$ cat src/rtl/mmf_pkg.sv
// Shared types and constants for the vector datapath and its write-back sequencer.
package mmf_pkg;

  localparam int ARR_WIDTH   = 4;
  localparam int FXP_N       = 16;
  localparam int FXP_R       = 8;
  localparam int WB_PIPE_LAT = 2;

  typedef enum logic [1:0] {IDLE, RUN, DRAIN, DONE} wb_state_t;

  typedef logic signed [ARR_WIDTH-1:0][FXP_N-1:0] vec_row_t;

endpackage

$ cat src/rtl/vec_writeback_fifo.sv
// Show-ahead capture FIFO holding vector rows between the vector unit and the SRAM port.
module wb_fifo
  import mmf_pkg::*;
#(
  parameter int DEPTH = 4
) (
  input  logic                   clk,
  input  logic                   rst,
  input  logic                   push_i,
  input  logic                   pop_i,
  input  vec_row_t               wdata_i,
  output vec_row_t               rdata_o,
  output logic                   full_o,
  output logic                   empty_o,
  output logic [$clog2(DEPTH):0] count_o
);

  localparam int PTR_W = $clog2(DEPTH);

  vec_row_t               mem_q [DEPTH];
  logic [PTR_W-1:0]       wr_ptr_q;
  logic [PTR_W-1:0]       rd_ptr_q;
  logic [PTR_W:0]         count_q;
  logic                   do_push;
  logic                   do_pop;

  assign full_o  = (count_q == (PTR_W+1)'(DEPTH));
  assign empty_o = (count_q == '0);
  assign count_o = count_q;
  assign rdata_o = mem_q[rd_ptr_q];

  assign do_push = push_i && !full_o;
  assign do_pop  = pop_i && !empty_o;

  always_ff @(posedge clk) begin
    // NOTE: sequential state uses non-blocking assignments so every register samples pre-edge values.
    if (rst) begin
      wr_ptr_q <= '0;
      rd_ptr_q <= '0;
      count_q  <= '0;
    end else begin
      if (do_push) wr_ptr_q <= wr_ptr_q + 1'b1;
      if (do_pop)  rd_ptr_q <= rd_ptr_q + 1'b1;
      case ({do_push, do_pop})
        2'b10:   count_q <= count_q + 1'b1;
        2'b01:   count_q <= count_q - 1'b1;
        default: count_q <= count_q;
      endcase
    end
  end

  // NOTE: the storage array has no reset; entries are only observable once written, and the top gates the head when empty.
  always_ff @(posedge clk) begin
    if (do_push) mem_q[wr_ptr_q] <= wdata_i;
  end

endmodule

$ cat src/rtl/vec_writeback.sv
// Write-back sequencer: feeds rows into the vector unit, tracks them through its pipeline,
// buffers results and writes them to the recurrence (mode 0) or intermediate (mode 1) SRAM.
module vec_writeback
  import mmf_pkg::*;
#(
  parameter int ADDR_W     = 8,
  parameter int PIPE_LAT   = WB_PIPE_LAT,
  parameter int FIFO_DEPTH = 4
) (
  input  logic              clk,
  input  logic              rst,
  input  logic              start,
  input  logic              mode,
  input  logic [ADDR_W-1:0] num_rows,
  input  logic [ADDR_W-1:0] base_addr,
  input  logic              row_valid,
  output logic              row_accept,
  output logic              vu_enable,
  output logic              vu_mode,
  input  vec_row_t          vec_in,
  output logic              wr_valid,
  input  logic              wr_ready,
  output logic              wr_sel,
  output logic [ADDR_W-1:0] wr_addr,
  output vec_row_t          wr_data,
  output logic              busy,
  output logic              done
);

  localparam int CNT_W = $clog2(FIFO_DEPTH) + 1;

  wb_state_t         state_q;
  logic [ADDR_W-1:0] num_rows_q;
  logic [ADDR_W-1:0] base_q;
  logic [ADDR_W-1:0] rows_in_q,  rows_in_d;
  logic [ADDR_W-1:0] rows_out_q, rows_out_d;
  logic              mode_q;
  logic [PIPE_LAT-1:0] v_q, v_d;

  logic              fifo_full;
  logic              fifo_empty;
  logic [CNT_W-1:0]  fifo_count;
  vec_row_t          fifo_head;
  logic              push;
  logic              pop;

  // Enable depends only on registered state, so SRAM back-pressure never reaches the vector unit combinationally.
  assign vu_enable  = ((state_q == RUN) || (state_q == DRAIN)) && !fifo_full;
  assign row_accept = row_valid && vu_enable && (rows_in_q < num_rows_q);
  assign push       = v_q[PIPE_LAT-1] && vu_enable;

  assign wr_valid = (fifo_count != '0);
  assign pop      = wr_valid && wr_ready;
  assign wr_data  = fifo_empty ? '0 : fifo_head;
  assign wr_addr  = base_q + rows_out_q;
  assign wr_sel   = mode_q;
  assign vu_mode  = mode_q;
  assign busy     = (state_q != IDLE);
  assign done     = (state_q == DONE);

  always_comb begin
    // NOTE: every combinational output gets a default first so no path can infer a latch.
    v_d        = v_q;
    rows_in_d  = row_accept ? rows_in_q + 1'b1 : rows_in_q;
    rows_out_d = pop ? rows_out_q + 1'b1 : rows_out_q;
    if (vu_enable) begin
      v_d[0] = row_accept;
      for (int i = 1; i < PIPE_LAT; i++) v_d[i] = v_q[i-1];
    end
  end

  always_ff @(posedge clk) begin
    if (rst) begin
      state_q    <= IDLE;
      num_rows_q <= '0;
      base_q     <= '0;
      rows_in_q  <= '0;
      rows_out_q <= '0;
      mode_q     <= 1'b0;
      v_q        <= '0;
    end else begin
      v_q        <= v_d;
      rows_in_q  <= rows_in_d;
      rows_out_q <= rows_out_d;
      case (state_q)
        IDLE: begin
          if (start) begin
            mode_q     <= mode;
            num_rows_q <= num_rows;
            base_q     <= base_addr;
            rows_in_q  <= '0;
            rows_out_q <= '0;
            v_q        <= '0;
            state_q    <= (num_rows == '0) ? DONE : RUN;
          end
        end
        RUN: begin
          if (rows_in_q == num_rows_q) state_q <= DRAIN;
        end
        DRAIN: begin
          // Look at the post-pop count so done lands the cycle right after the final handshake.
          if (rows_out_d == num_rows_q) state_q <= DONE;
        end
        DONE:    state_q <= IDLE;
        default: state_q <= IDLE;
      endcase
    end
  end

  wb_fifo #(
    .DEPTH (FIFO_DEPTH)
  ) u_fifo (
    .clk     (clk),
    .rst     (rst),
    .push_i  (push),
    .pop_i   (pop),
    .wdata_i (vec_in),
    .rdata_o (fifo_head),
    .full_o  (fifo_full),
    .empty_o (fifo_empty),
    .count_o (fifo_count)
  );

endmodule
$ cat config.mk
export PLATFORM = sky130hd
export DESIGN_NAME = vec_writeback
export DESIGN_NICKNAME = d
export VERILOG_FILES = /design/src/rtl/mmf_pkg.sv /design/src/rtl/vec_writeback_fifo.sv /design/src/rtl/vec_writeback.sv
export SDC_FILE = /design/constraint.sdc
export NUM_CORES = 1
export LEC_CHECK = 0
export CAP_MARGIN = 40
export CORE_MARGIN = 2
export CORE_UTILIZATION = 29
export CTS_BUF_LIST = sky130_fd_sc_hd__clkbuf_2
export CTS_CLUSTER_DIAMETER = 80
export DETAILED_ROUTE_END_ITERATION = 12
export PLACE_DENSITY = 0.54
export SLEW_MARGIN = 20
export SYNTH_ARGS = -nofsm -noshare
export SYNTH_HDL_FRONTEND = slang
export SYNTH_SLANG_ARGS = --single-unit
$ cat constraint.sdc
create_clock -name clk -period 3 [get_ports clk]
set_clock_uncertainty 0.15 [all_clocks]
set_input_delay 0.6 -clock clk [delete_from_list [all_inputs] [get_ports clk]]
set_output_delay 0.6 -clock clk [all_outputs]
set_load 0.02 [all_outputs]
==> metrics.md <==
| Metric | Value |
|---|---|
| First drt pass iteration count | 4 |
| Pin count of the biggest net entering global routing | 51 |
| TritonCTS Buffers | 80 |
| Failing checks | setup timing |
| Synthesis-stage register bit count | 302 |
| Die Wd | roughly 210 µm |
| Min-delay worst type | primary input to register |
| Most frequent cells in the layout | edfxtp_1, clkbuf_2, buf_6, clkdlybuf4s50_1 |
| Routed Antenna Nets | 0 |
| Initial antenna violation count | 3 |
| Buffers added on ports | 164 |
| Worst-path clk slew | 0.09 ns |
| Final setup viols | 70 |
| Vias per cell | ~4.6 |
| Overflow after GRT | 0 |
| WS Path Type | register to primary output |
| Fillers | 3944 |
| Max-capacitance violation count | 0 |
| Fin cells | around 1600 |
| Slew @ Worst Pin | 0.415 ns |
| CP Capture Type | primary output |
| Seq/Total Area, Yosys | 70.1% |
| Fin worst setup slack | -0.302 ns |
| Cells after Synth | 732 |
| Worst endpoint data arrival time | between 2 and 3 ns |
| Rows | 75 |
| Layout cells sized above 1 | 42.2% |
| Worst EP required | 2.25 ns |
| First-pass GRT wire length | 45100 µm |
| CTS tree | built |
| Synth cell types | 43 |
| Die footprint | 0.0440 mm² |
| Core area | 0.0419 mm² |
| Critical path launch point type | register |
| 1st-iter DRT viols | 297 |
| Final Net Count | between 1000 and 1500 |
| Rel. slew slack | 72.0% |
| DRC Markers | 0 |
| Slowest stage cell, crit path | dfxtp_2 |
| DP Worst Slack | 0.00240 ns |
| Worst path cell trace | ha_4, inv_2, fa_2, inv_2, a21oi_2, o21bai_1, a21o_1, a21oi_2, xnor2_1, buf_4 |
| Unrepaired setup endpoints after global routing | yes |
| Starting Density | around 29% |
| Vias in the first global route | slightly below 8000 |
| Final hold vios | 0 |
| Area Overhead vs Synth | 36.7% |
| Register area | around 0.0086 mm² |
| Clock latency at the later pin of the worst-skew pair | 0.89 ns |
| H-tree Lvls | 3 |
| Fin crit share | 110% |
| Max Freq | 303 MHz |
| Multi-input gate area | 0.00376 mm² |
| P_leak | 5.93 nW |
| Syn_nets | 847 |
| Most common cell after layout, fill and taps aside | edfxtp_1 |
| HPWL Detailed | 16800 µm |
| Pwr per Cell Area | 512 mW/mm² |
| Run status | finished with violations |
| Final RePlAce weighted congestion | 0.803 |
| Clock Sinks | 302 |
| Fin. max-slew vios | 0 |
| Die height | 210 µm |
| CP max stage delay | 0.36 ns |
| Placed insts | ~1400 |
| YS warnings | 0 |
| Syn Area/Cell | 16.8 µm² |
| IO Pins | about 170 |
| Root Buffer | clkbuf_2 |
| Max VDD drop | 0.379 mV |
| CTS max path bufs | 3 |
| Mapped cell area | 0.0123 mm² |
| Worst-path maximum fanout | 2 |
| Vias | ~7500 |
| Crit path time final | 3.30 ns |
| Average wire per standard cell | 18.4 µm |
| All-Layer GR Usage | 13.6% |
| Power Total | 0.00860 W |
| Routed wire length | 30000 µm |
## kinds of logic (layout without fill, tap and decap cells)
| logic type | Yosys count | count (layout) | synth area share (%) |
|---|---|---|---|
| flops | 302 | 302 | 70.1 |
| simple gates | 179 | 179 | 7.67 |
| compound gates | 70 | 70 | 3.52 |
| mux | 67 | 67 | 12.0 |
| buf+inv | 60 | 419 | 1.88 |
| fa+ha+maj | 29 | 29 | 3.08 |
| xor+xnor | 25 | 25 | 1.78 |
| other cells | 0 | 1 | 0 |
## flip-flops by register name (all words and copies together), names as in the netlist, named ones only
register         cells
u_fifo.mem_q       256
v_q                  2
u_fifo.wr_ptr_q      2
vu_mode              1
base_q               8
rows_out_q           8
rows_in_q            8
num_rows_q           8
u_fifo.rd_ptr_q      2
state_q              2
u_fifo.count_o       3
## power by group
group / total [W] / switching (W) / internal (W)
clock: 0.00276 / 0.00160 / 0.00116
combinational: 0.00119 / 0.000602 / 0.000591
sequential: 0.00464 / 0.0000440 / 0.00460
total: 0.00860 / 0.00225 / 0.00635
## Yosys cell counts (all sizes together)
library cell	n	area, µm²
a211o	1	8.76
a21o	3	22.5
a21oi	37	185
a221oi	1	8.76
a31oi	3	18.8
a32o	1	10.0
and2	66	413
and3	5	31.3
buf	7	30.0
clkbuf	27	101
dfxtp	46	921
edfxtp	256	7690
fa	2	40.0
ha	27	338
inv	26	100
mux2	1	11.3
mux2i	2	20.0
mux4	64	1440
nand2	51	191
nand2b	2	12.5
nand3	10	50.1
nand4	4	31.3
nor2	22	82.6
nor2b	3	18.8
nor3	3	15.0
nor4	4	31.3
o211ai	2	15.0
o21a	4	30.0
o21ai	7	35.0
o21bai	2	15.0
o311ai	1	8.76
o31ai	7	66.3
o41ai	1	8.76
or3	4	27.5
or4	5	37.5
xnor2	18	158
xor2	7	61.3
## worst max-delay path: cells and delay by family (launching register included)
| kind | cells | cell delay, ns |
|---|---|---|
| AO/OA/AOI/OAI | 4 | 0.42 |
| flip-flops | 1 | 0.36 |
| buffers and inverters | 3 | 0.27 |
| adder cells (fa/ha/maj) | 2 | 0.49 |
| XOR/XNOR | 1 | 0.14 |
## final timing paths
| check | slack, ns | end | depth (start not counted) | start |
|---|---|---|---|---|
| setup / recovery | -0.30 | wr_addr[6] | 10 | base_q[0] |
| hold / removal | 0.17 | base_q[2] | 3 | base_addr[2] |
| setup reg to reg | 0.32 | u_fifo.count_o[2] | 13 | state_q[1] |
| hold reg to reg | 0.31 | num_rows_q[4] | 2 | num_rows_q[4] |
## layer usage
| layer | part of all wire, % | vias to the layer above | GRT usage [%] |
|---|---|---|---|
| met2 | 48 | 231 | 22.1 |
| met5 | 0.10 | - | 0 |
| met4 | 1.9 | 4 | 5.72 |
| met3 | 6.3 | 47 | 3.85 |
| li1 | - | 3467 | - |
| met1 | 43 | 3715 | 17.2 |
## what timing repair did
item	4_1_cts	5_1_grt
cloned	7	1
pin swaps	44	27
setup endpoints to repair	76	74
endpoints found under the hold margin	10	0
gates resized for setup	482	130
hold buffers	10	0
setup buffers	32	15
## stage by stage
stage | hold slack [ns] | setup TNS (ns) | area [µm²] | utilization [%]
global route | 0.0744 | -22.70 | 16800 | 40.1
floorplan | 0.286 | 0 | 12300 | -
finish | 0.170 | -12.00 | 16800 | 40.1
global placement | 0.294 | 0 | 14900 | 35.7
CTS | 0.00755 | -25.29 | 16300 | 39.1
detailed placement | 0.297 | 0 | 14900 | 35.7
## final cells by class
class / count / share of cell area (%)
Antenna cell: 1 / 0.0149
Clock buffer: 113 / 3.37
Clock inverter: 16 / 0.671
Inverter: 26 / 0.611
Multi-Input combinational cell: 370 / 22.4
Sequential cell: 302 / 51.5
Tap cell: 539 / 4.02
Timing Repair Buffer: 264 / 17.4
(Power assumes the default switching activity.)
